## src/rtl/mem_arbiter.sv

```systemverilog
// Two-master round-robin arbiter onto a single-beat memory port, with
// per-owner read response routing and a watchdog for unanswered reads.
module mem_arbiter #(
  parameter int W       = 32,
  parameter int AW      = 16,
  parameter int TIMEOUT = 15
) (
  input  logic          clk,
  input  logic          rst_n,
  input  logic          m0_ren,
  input  logic          m1_ren,
  input  logic          m0_wen,
  input  logic          m1_wen,
  input  logic [AW-1:0] m0_addr,
  input  logic [AW-1:0] m1_addr,
  input  logic [W-1:0]  m0_wdata,
  input  logic [W-1:0]  m1_wdata,
  input  logic [3:0]    m0_wmask,
  input  logic [3:0]    m1_wmask,
  output logic          m0_gnt,
  output logic          m1_gnt,
  output logic [W-1:0]  m0_rdata,
  output logic [W-1:0]  m1_rdata,
  output logic          m0_rd_valid,
  output logic          m1_rd_valid,
  output logic          m0_err,
  output logic          m1_err,
  output logic          mem_ren,
  output logic          mem_wen,
  output logic [AW-1:0] mem_addr,
  output logic [W-1:0]  mem_wdata,
  output logic [3:0]    mem_wmask,
  input  logic [W-1:0]  mem_rdata,
  input  logic          mem_rd_valid
);

  localparam logic [1:0] ST_IDLE  = 2'd0;
  localparam logic [1:0] ST_ISSUE = 2'd1;
  localparam logic [1:0] ST_WAIT  = 2'd2;
  localparam logic [7:0] CNT_LAST = 8'(TIMEOUT - 1);

  logic [1:0]    state_r;
  logic          owner_r;
  logic          last_gnt_r;
  logic [7:0]    cnt_r;
  logic          req0_s;
  logic          req1_s;
  logic          win_valid_s;
  logic          win_s;
  logic          sel_write_s;
  logic [AW-1:0] sel_addr_s;
  logic [W-1:0]  sel_wdata_s;
  logic [3:0]    sel_wmask_s;
  logic          resp_data_s;
  logic          resp_timeout_s;

  assign req0_s         = m0_ren | m0_wen;
  assign req1_s         = m1_ren | m1_wen;
  assign resp_data_s    = (state_r == ST_WAIT) && mem_rd_valid;
  assign resp_timeout_s = (state_r == ST_WAIT) && !mem_rd_valid && (cnt_r == CNT_LAST);

  // Round-robin pick and field mux for the winning master
  always_comb begin
    win_valid_s = 1'b0;
    win_s       = 1'b0;
    if (req0_s && req1_s) begin
      win_valid_s = 1'b1;
      win_s       = ~last_gnt_r;
    end else if (req0_s) begin
      win_valid_s = 1'b1;
      win_s       = 1'b0;
    end else if (req1_s) begin
      win_valid_s = 1'b1;
      win_s       = 1'b1;
    end else begin
      win_valid_s = 1'b0;
      win_s       = 1'b0;
    end
    if (win_s) begin
      sel_write_s = m1_wen;
      sel_addr_s  = m1_addr;
      sel_wdata_s = m1_wdata;
      sel_wmask_s = m1_wmask;
    end else begin
      sel_write_s = m0_wen;
      sel_addr_s  = m0_addr;
      sel_wdata_s = m0_wdata;
      sel_wmask_s = m0_wmask;
    end
  end

  // Sequencer: arbitration, memory strobes (held only for the issue cycle) and watchdog
  always_ff @(posedge clk or negedge rst_n) begin
    if (!rst_n) begin
      state_r    <= ST_IDLE;
      owner_r    <= 1'b0;
      last_gnt_r <= 1'b1;
      cnt_r      <= 8'd0;
      m0_gnt     <= 1'b0;
      m1_gnt     <= 1'b0;
      mem_ren    <= 1'b0;
      mem_wen    <= 1'b0;
      mem_addr   <= {AW{1'b0}};
      mem_wdata  <= {W{1'b0}};
      mem_wmask  <= 4'd0;
    end else begin
      m0_gnt <= 1'b0;
      m1_gnt <= 1'b0;
      case (state_r)
        ST_IDLE: begin
          if (win_valid_s) begin
            state_r    <= ST_ISSUE;
            owner_r    <= win_s;
            last_gnt_r <= win_s;
            m0_gnt     <= ~win_s;
            m1_gnt     <= win_s;
            mem_wen    <= sel_write_s;
            mem_ren    <= ~sel_write_s;
            mem_addr   <= sel_addr_s;
            mem_wdata  <= sel_wdata_s;
            mem_wmask  <= sel_wmask_s;
          end
        end
        ST_ISSUE: begin
          state_r   <= mem_wen ? ST_IDLE : ST_WAIT;
          cnt_r     <= 8'd0;
          mem_ren   <= 1'b0;
          mem_wen   <= 1'b0;
          mem_addr  <= {AW{1'b0}};
          mem_wdata <= {W{1'b0}};
          mem_wmask <= 4'd0;
        end
        ST_WAIT: begin
          if (resp_data_s || resp_timeout_s) begin
            state_r <= ST_IDLE;
          end else begin
            cnt_r <= cnt_r + 8'd1;
          end
        end
        default: begin
          state_r   <= ST_IDLE;
          mem_ren   <= 1'b0;
          mem_wen   <= 1'b0;
          mem_addr  <= {AW{1'b0}};
          mem_wdata <= {W{1'b0}};
          mem_wmask <= 4'd0;
        end
      endcase
    end
  end

  // Response routing; the non-owner's rdata is never written
  always_ff @(posedge clk or negedge rst_n) begin
    if (!rst_n) begin
      m0_rd_valid <= 1'b0;
      m1_rd_valid <= 1'b0;
      m0_err      <= 1'b0;
      m1_err      <= 1'b0;
      m0_rdata    <= {W{1'b0}};
      m1_rdata    <= {W{1'b0}};
    end else begin
      m0_rd_valid <= 1'b0;
      m1_rd_valid <= 1'b0;
      m0_err      <= 1'b0;
      m1_err      <= 1'b0;
      if (resp_data_s || resp_timeout_s) begin
        if (owner_r) begin
          m1_rd_valid <= 1'b1;
          m1_err      <= resp_timeout_s;
          m1_rdata    <= resp_data_s ? mem_rdata : {W{1'b0}};
        end else begin
          m0_rd_valid <= 1'b1;
          m0_err      <= resp_timeout_s;
          m0_rdata    <= resp_data_s ? mem_rdata : {W{1'b0}};
        end
      end
    end
  end

endmodule

```

## config.mk

```make
export PLATFORM = sky130hd
export DESIGN_NAME = mem_arbiter
export DESIGN_NICKNAME = d
export VERILOG_FILES = /design/src/rtl/mem_arbiter.sv
export SDC_FILE = /design/constraint.sdc
export NUM_CORES = 1
export LEC_CHECK = 0
export CORE_ASPECT_RATIO = 0.6
export CORE_UTILIZATION = 60
export CTS_BUF_LIST = sky130_fd_sc_hd__clkbuf_16
export DETAILED_ROUTE_END_ITERATION = 16
export DONT_BUFFER_PORTS = 1
export PLACE_DENSITY = 0.77
export SYNTH_ARGS = -nofsm -noshare
export SYNTH_HDL_FRONTEND = slang
export SYNTH_SLANG_ARGS = --single-unit
export TNS_END_PERCENT = 30
```

## constraint.sdc

```tcl
create_clock -name clk -period 3.9 [get_ports clk]
set_clock_uncertainty 0.2 [all_clocks]
set_input_delay 0.78 -clock clk [delete_from_list [all_inputs] [get_ports clk]]
set_output_delay 0.78 -clock clk [all_outputs]
set_load 0.1 [all_outputs]
```

==> impl_metrics.env <==
export IMPL_final_cell_mix="135 x dfrtp_1, 59 x a22o_1, 53 x o2bb2ai_1, 52 x mux2i_1, 17 x clkbuf_16"
export IMPL_final_common_cell="dfrtp_1"
export IMPL_cp_num_buf_inv=1
export IMPL_ys_ff_latch=136
export IMPL_final_util_pct=68.3
export IMPL_end_kind="flop"
export IMPL_overflow=0
export IMPL_max_cap_viol_count=0
export IMPL_start_util_pct=62.1
export IMPL_grt_pass1_wl_mm=19.2
export IMPL_grt_max_degree=137
export IMPL_setup_tns_final_ps=0
export IMPL_seq_area_frac_synth_pct=59.7
export IMPL_synth_area_um2=5710
export IMPL_cpPeakStageDelay_ps=790
export IMPL_fp_row_count=27
export IMPL_viasPerCell=6.51
export IMPL_grt_setup_unrepaired="no"
export IMPL_fin_crit_sh_pct=62.9
export IMPL_multi_input_area_um2=2060
export IMPL_synth_edf_count=0
export IMPL_ff_latch_area_um2=3400
export IMPL_syn_avg_cell_area_um2=14.0
export IMPL_dieArea_um2=9920
export IMPL_status="complete, but fails checks"
export IMPL_ctsResizeCount=0
export IMPL_place_congestion=0.802
export IMPL_max_slew_margin_pct=30.9
export IMPL_cts_root_buf="clkbuf_16"
export IMPL_holdCritPathClass="in2async"
export IMPL_wirelength_mm=12.4
export IMPL_worstReg2RegStart="last_gnt_r$_DFFE_PN1P_"
export IMPL_antenna_left=0
export IMPL_synth_top_area_share_pct=59.2
export IMPL_async_reset_ff_share_pct=100
export IMPL_ctsHtreeMaxLevel=4
export IMPL_dp_hpwl_mm=8.25
export IMPL_die_h_um=77.5
export IMPL_area_growth_syn_to_layout_pct=10.0
export IMPL_vias=3523
export IMPL_violations="negative hold slack"
export IMPL_setup_ws_ps=1450
export IMPL_clkTransAtPathRegs_ps=60
export IMPL_syn_inst=409
export IMPL_gr_usage_all_layers_pct=25.5
export IMPL_critPathSlowestCell="o21ai_4"
export IMPL_die_w_um=128
export IMPL_io_buffer_count=0
export IMPL_cts_tree="done"
export IMPL_cp_data_arrival_time_ps=2530
export IMPL_first_pass_iters=4
export IMPL_hold_violations=135
export IMPL_core_area_um2=9190
export IMPL_antenna_found_initial=0
export IMPL_rr_worst_depth=5
export IMPL_synth_cell_types=43
export IMPL_start_kind="input port"
export IMPL_yosysTopAreaCell="dfrtp_1"
export IMPL_tightestPinTransition_ps=1030
export IMPL_cts_buffers=17
export IMPL_setup_viol=0
export IMPL_wl_per_cell_um=22.9
export IMPL_cp_max_fo=28
export IMPL_holdWs_ps=-126
export IMPL_ys_flop_type="dfrtp_1"
export IMPL_synth_warnings=0
export IMPL_num_fill_cells=627
export IMPL_initialDrtViolationCount=160
export IMPL_post_place_ws_ps=1050
export IMPL_timing_fmax_ghz=0.408
export IMPL_critical_path_top_delay_family="compound AO/OA/AOI/OAI gates"
export IMPL_period_needed_ps=2450
export IMPL_critical_path_class="in2reg"
export IMPL_worstPathCellList="o21ai_4 -> buf_4 -> mux2i_1 -> o2bb2ai_1"
export IMPL_r2r_end="mem_addr[7]$_DFFE_PN0P_"
export IMPL_synthTopCellsByArea="dfrtp_1 59%, mux2i_1 9.1%, a22o_1 9.1%"
export IMPL_cts_setup_buffers=0
export IMPL_clock_sinks=136
export IMPL_rrSetupSlack_ps=1510
export IMPL_ioPinCount=267
export IMPL_drc=0
export IMPL_grt_pass1_vias=3537
export IMPL_diodes=0
export IMPL_syn_nets=554
export IMPL_clock_path_buffers=2
export IMPL_drive_gt1_share_pct=13.4
export IMPL_nets=544
export IMPL_clk_latency_ps=390
export IMPL_required_ps=3980
export IMPL_drv_slew=0
## stage by stage
stage	std cells	area [um^2]
CTS	541	6280
detailed placement	510	5700
global route	541	6280
finish	541	6280
global placement	510	5700
floorplan	409	5710
## worst register-to-register path, cell delays in order (launching register included)
cell and delay [ps]:
dfstp_2 560, o21ai_0 150, o21ai_4 410, buf_4 540, mux2i_1 320, o2bb2ai_1 100
## kinds of logic (layout without fill, tap and decap cells)
| kind of cell | after synthesis | after routing | share of synthesized area (%) |
|---|---|---|---|
| AND/OR/NAND/NOR | 37 | 37 | 4.89 |
| flip-flops | 136 | 136 | 59.7 |
| adder cells (fa/ha/maj) | 2 | 2 | 0.438 |
| AO/OA/AOI/OAI | 141 | 141 | 21.4 |
| buffers and inverters | 41 | 43 | 4.52 |
| multiplexers | 52 | 52 | 9.12 |
## state kept, by name, summed over array words and instances (netlist names)
register,flops
m0_rdata,32
m1_rdata,32
mem_wdata,32
mem_addr,16
cnt_r,8
mem_wmask,4
state_r,2
last_gnt_r,1
m0_err,1
m0_gnt,1
m0_rd_valid,1
m1_err,1
m1_gnt,1
m1_rd_valid,1
mem_ren,1
mem_wen,1
owner_r,1
## worst max-delay path by stage
stage	start	endpoint	slack, ps	depth (start not counted)
after floorplan	mem_rd_valid	cnt_r[7]$_DFFE_PN0P_	1910	5
after global placement	m1_wen	mem_wdata[31]$_DFFE_PN0P_	1110	4
after detailed placement	m1_wen	mem_addr[7]$_DFFE_PN0P_	1050	4
after CTS	m1_wen	mem_addr[7]$_DFFE_PN0P_	1450	4
after global routing	m1_wen	mem_addr[7]$_DFFE_PN0P_	1320	4
final	m1_wen	mem_addr[7]$_DFFE_PN0P_	1450	4
## layer usage
metal  track usage [%]  wire length, um
met2              39.4             5970
met4              9.06              188
met5                 0                0
met3              9.86              917
met1              33.1             5290
## cell type report
type / count / area share, %
Inverter: 7 / 0.418
Sequential cell: 136 / 54.2
Tap cell: 130 / 2.59
Timing Repair Buffer: 5 / 0.598
Clock buffer: 17 / 6.78
Multi-Input combinational cell: 232 / 32.9
Clock inverter: 14 / 2.51
## Yosys cell counts (4+ instances only)
master	number
buf_4	4
mux2i_1	52
o2bb2ai_1	53
inv_1	7
dfrtp_1	135
o211ai_1	5
nand3_1	9
buf_6	7
a22o_2	4
a22o_1	59
buf_2	21
o21ai_0	6
Power is not shown: default switching activity piles up to over one toggle a cycle in this logic, so the estimate is an artifact.
==> RTL edit 1 (same flow settings) <==
Change the parameter `TIMEOUT` from 15 to 14.
--- a/src/rtl/mem_arbiter.sv
+++ b/src/rtl/mem_arbiter.sv
@@ -5,3 +5,3 @@
   parameter int AW      = 16,
-  parameter int TIMEOUT = 15
+  parameter int TIMEOUT = 14
 ) (
Function: same outputs for any inputs over 4 cycles, from zero or initial values and one cycle with rst_n low; that may be too few to reach the edited logic, so the function may still have changed.
==> RTL edit 1 against the unedited design <==
  * The flow still finishes with violations (hold timing)
  * Die area rose by 2.4%
  * Sequential cell count did not move
  * Area after synthesis rose by 2.5%
  * Synthesized cell count rose by 28%
  * Final cell count rose by 20%
  * Worst setup slack got worse by 290 ps
  * Final area rose by 2.0%
  * Count of clock-buffer cells in the layout did not move
  * Wire length rose by 12%
  * Hold slack got worse by 15 ps
  * Critical path depth fell by 1
  * Highest routed layer unchanged
  * Critical path type is now flip-flop to flip-flop
  * Largest cell class unchanged
Power is not shown: default switching activity piles up to over one toggle a cycle in this logic, so the estimate is an artifact.
==> RTL edit 1: results (changes against the unedited design) <==
layout_cell_share_with_drive_strength_beyond_1_pct: 11.6  # was 13.4%
first_global_vias: 4147  # was 3537
hpwlAfterDp_um: 9240  # was 8250 µm
track_usage_pct: 28.3  # was 25.5%
fin_nets: 650  # was 544
critical_path_peak_fanout: 59  # was 28
outcome: "finished with violations"  # unchanged
delay_of_the_slowest_critical_path_stage_ps: 1030  # was 790 ps
ff2ff_setup_slack_ps: 1160  # was 1510 ps
ys_types: 42  # was 43
worstReg2RegEnd: "m1_rdata[0]$_DFFE_PN0P_"  # was mem_addr[7]$_DFFE_PN0P_
violations_in_the_final_reports: "hold timing"  # unchanged
first_iter_violations: 244  # was 160
grt_pass1_wl_um: 21700  # was 19200 µm
hold_slack_ps: -141  # was -126 ps
area_share_of_the_largest_cell_type_after_synthesis_pct: 57.8  # was 59.2%
timing_hold_violations_final: 135  # unchanged
num_vias: 4224  # was 3523
syn_nets: 670  # was 554
clock_insertion_delay_at_the_later_pin_of_the_skew_report_ps: 410  # was 390 ps
synthTopCellsByCount: "dfrtp_1 (135), nand2_1 (112), nor2_1 (57)"  # was dfrtp_1 (135), a22o_1 (59), o2bb2ai_1 (53)
synth_top_cells_by_area: "dfrtp_1 (58%), a22o_1 (8.4%), a311oi_1 (7.9%), nand2_1 (7.2%), nor2_1 (3.7%)"  # was dfrtp_1 (59%), mux2i_1 (9.1%), a22o_1 (9.1%), o2bb2ai_1 (8.1%), buf_2 (1.8%)
seq_area_frac_synth_pct: 58.2  # was 59.7%
drt_first_pass_iters: 7  # was 4
routabilityCongestion: 0.772  # was 0.802
place_area_um2: 5780  # was 5700 µm²
## RTL edit 1: changes by cell type after synthesis, moves of 4 or more
cell,unedited run,this run
buf_4,4,0
clkbuf_8,1,5
a311oi_1,0,53
mux2i_1,52,4
o2bb2ai_1,53,0
nand2_1,2,112
o211ai_1,5,1
clkbuf_1,1,12
nor2_1,2,57
## RTL edit 1: metal layers
layer / vias up / track usage [%] / wire length [µm]
met1: 2097 / 35.2 / 5520
met3: 45 / 11.0 / 1310
met5: - / 0 / 0
met4: 0 / 14.9 / 468
li1: 1856 / - / -
met2: 226 / 42.8 / 6540
## RTL edit 1: per-stage QoR
| stage | std cells | worst slack, ps | util, % |
|---|---|---|---|
| 5_1_grt | 648 | 1030 | 68.7 |
| 2_1_floorplan | 525 | 1890 | - |
| 6_report | 648 | 1160 | 68.7 |
| 3_5_place_dp | 616 | 976 | 62.0 |
| 4_1_cts | 648 | 1190 | 68.7 |
| 3_3_place_gp | 616 | 1120 | 62.0 |
## RTL edit 1: worst reg2reg max path, stage by stage (launching register included)
cell     delay, ps
dfrtp_2        760
and2b_2        400
and3_1        1030
a22o_2         290
## RTL edit 1: worst max-delay path by stage
stage | from | endpoint
5_1_grt | state_r[0]$_DFFE_PN0P_ | m1_rdata[2]$_DFFE_PN0P_
2_1_floorplan | mem_rd_valid | cnt_r[7]$_DFFE_PN0P_
3_3_place_gp | m0_wen | mem_addr[3]$_DFFE_PN0P_
3_5_place_dp | m0_wen | mem_addr[7]$_DFFE_PN0P_
6_report | state_r[0]$_DFFE_PN0P_ | m1_rdata[0]$_DFFE_PN0P_
4_1_cts | state_r[0]$_DFFE_PN0P_ | m1_rdata[0]$_DFFE_PN0P_
## RTL edit 1: cell type report
type,instances,area (µm²)
multi-input combinational,340,2150
clock inverter,15,200
fill,673,2920
inverter,6,22.5
tap,130,163
sequential,136,3410
timing repair buffer,4,42.5
clock buffer,17,425
## RTL edit 1: repair_timing
item / 4_1_cts / 5_1_grt
endpoints found under the hold margin: 135 / 135
resized for setup: 0 / 0
setup buffers: 0 / 0
## RTL edit 1: kinds of logic (layout without fill, tap and decap cells)
kind of cell | count (synthesis) | in the layout | share of synthesized area (%)
compound gates | 136 | 136 | 20.4
fa+ha+maj | 2 | 2 | 0.428
buf+inv | 49 | 42 | 5.56
flops | 136 | 136 | 58.2
mux | 4 | 4 | 0.685
simple gates | 198 | 198 | 14.7
==> RTL edit 2 (same flow settings) <==
Without the edit above. Make the reset (`rst_n`) synchronous in 2 clocked blocks.
--- a/src/rtl/mem_arbiter.sv
+++ b/src/rtl/mem_arbiter.sv
@@ -92,3 +92,3 @@
   // Sequencer: arbitration, memory strobes (held only for the issue cycle) and watchdog
-  always_ff @(posedge clk or negedge rst_n) begin
+  always_ff @(posedge clk) begin
     if (!rst_n) begin
@@ -152,3 +152,3 @@
   // Response routing; the non-owner's rdata is never written
-  always_ff @(posedge clk or negedge rst_n) begin
+  always_ff @(posedge clk) begin
     if (!rst_n) begin
Function: differs if rst_n is asserted again (counterexample within 4 cycles, from zero or initial values and one cycle with rst_n low); with rst_n held inactive, the same outputs for 4 cycles.
==> RTL edit 2 against the unedited design <==
  * Core utilization rose by 1.4 points
  * Die area fell by 10%
  * Final area fell by 11%
  * Sequential cell count stayed put
  * Area after synthesis shrank 11%
  * Wire length is 3.0% higher
  * Worst setup slack better by 49 ps
==> RTL edit 2: results (changes against the unedited design) <==
critical_path_peak_fanout: 2  # was 28
detailroute.wirelength.met2_um: 6130  # was 5970 µm
place_area_um2: 5060  # was 5700 µm²
met3RoutedLength_um: 1310  # was 917 µm
cts-htree-levels: 4  # unchanged
cell_count_after_placement: 522  # was 510
compound_gate_portion_of_the_synthesized_area_pct: 25.5  # was 21.4%
ctsResizeCount: 0  # unchanged
worst_ir_drop_vdd_uv: 346
fin_nets: 578  # was 544
grtUsageMet1_pct: 33.4  # was 33.1%
track_usage_pct: 27.5  # was 25.5%
yosys-mux-area-fraction_pct: 3.19  # was 9.12%
first_global_vias: 3538  # was 3537
synthArstFlopShare_pct: 0  # was 100%
drt-met1-wl_um: 5100  # was 5290 µm
hold_class: "input port to flip-flop"  # was input port to asynchronous set/reset pin
post_route_wl_um: 12700  # was 12400 µm
clock_path_buffers: 2  # unchanged
ff2ff_setup_slack_ps: 1720  # was 1510 ps
timing.critical_path.arrival_ps: 1420  # was 2530 ps
cts_inserted_buffers: 17  # unchanged
first_iter_violations: 342  # was 160
worstReg2RegEnd: "mem_wdata[26]$_SDFFE_PN0P_"  # was mem_addr[7]$_DFFE_PN0P_
syn_area_cell_um2: 11.3  # was 14.0 µm²
seq_area_frac_synth_pct: 53.4  # was 59.7%
hpwlAfterDp_um: 8750  # was 8250 µm
synthTopCellsByCount: "dfxtp_1 (136), a32o_1 (64), and3_1 (41)"  # was dfrtp_1 (135), a22o_1 (59), o2bb2ai_1 (53)
setup.worst_path.start: "mem_wdata[9]$_SDFFE_PN0P_"  # was m1_wen
hold_slack_ps: 261  # was -126 ps
grt_max_degree: 71  # was 137
placement.setup.worst_slack_ps: 1110  # was 1050 ps
postSynth.topFlopCell: "dfxtp_1"  # was dfrtp_1
outcome: "finished, final reports clean"  # was finished with violations
grt_pass1_wl_um: 18500  # was 19200 µm
maxSlewHeadroom_pct: 30.2  # was 30.9%
cts-root-buf: "clkbuf_16"  # unchanged
gr-usage-met2_pct: 43.4  # was 39.4%
layout.cells.non_filler: 555  # was 541
largest_registers: "m0_rdata (32), m1_rdata (32), mem_wdata (32)"  # unchanged
synth_top_cells_by_area: "dfxtp_1 (53%), a32o_1 (13%), a221o_2 (7.7%), and3_1 (5.0%), mux2i_1 (2.7%)"  # was dfrtp_1 (59%), mux2i_1 (9.1%), a22o_1 (9.1%), o2bb2ai_1 (8.1%), buf_2 (1.8%)
yosys.area_share.adder_pct: 0.491  # was 0.439%
routabilityCongestion: 0.872  # was 0.802
use_met3_pct: 12.3  # was 9.86%
clk_pin_slew_worst_paths_ps: 60  # about the same
regToRegStartpoint: "state_r[0]$_SDFFE_PN0P_"  # was last_gnt_r$_DFFE_PN1P_
num_vias: 3812  # was 3523
drt_first_pass_iters: 5  # was 4
clock_insertion_delay_at_the_later_pin_of_the_skew_report_ps: 410  # was 390 ps
post_synth_xor_area_fraction_pct: 0  # unchanged
syn_nets: 595  # was 554
layout_cell_share_with_drive_strength_beyond_1_pct: 18.8  # was 13.4%
[RTL edit 2: changes by cell type after synthesis, sizes merged, moves of 39 or more]
| cell | before | now |
|---|---|---|
| dfxtp | 0 | 136 |
| dfrtp | 135 | 0 |
| a22o | 63 | 1 |
| a32o | 2 | 64 |
| o2bb2ai | 53 | 0 |
| a221o | 0 | 40 |
| and3 | 2 | 41 |
[RTL edit 2: final cells by class]
cell class	instances	area, µm²
Antenna cell	1	2.50
Clock buffer	17	425
Clock inverter	15	115
Fill cell	577	2430
Inverter	6	22.5
Multi-Input combinational cell	265	2130
Sequential cell	136	2720
Tap cell	108	135
Timing Repair Buffer	7	52.6
[RTL edit 2: how the worst max path moves through the flow]
| stage | endpoint | slack (ps) | cells past startpoint |
|---|---|---|---|
| 3_5_place_dp | mem_wdata[26]$_SDFFE_PN0P_ | 1110 | 5 |
| 5_1_grt | mem_wdata[13]$_SDFFE_PN0P_ | 1420 | 5 |
| 6_report | mem_wdata[9] | 1500 | 0 |
| 4_1_cts | mem_wen | 1490 | 0 |
| 3_3_place_gp | mem_wdata[0]$_SDFFE_PN0P_ | 1150 | 5 |
| 2_1_floorplan | mem_addr[15]$_SDFFE_PN0P_ | 1480 | 6 |
[RTL edit 2: report_power, final]
| part | switching (mW) | internal (mW) |
|---|---|---|
| registers | 0.640 | 1.47 |
| clock network | 0.586 | 0.863 |
| logic | 0.128 | 0.104 |
[RTL edit 2: kinds of logic after synthesis]
family / count (synthesis)
AND/OR/NAND/NOR: 109
AO/OA/AOI/OAI: 138
buffers and inverters: 49
flip-flops: 136
multiplexers: 16
adder cells (fa/ha/maj): 2
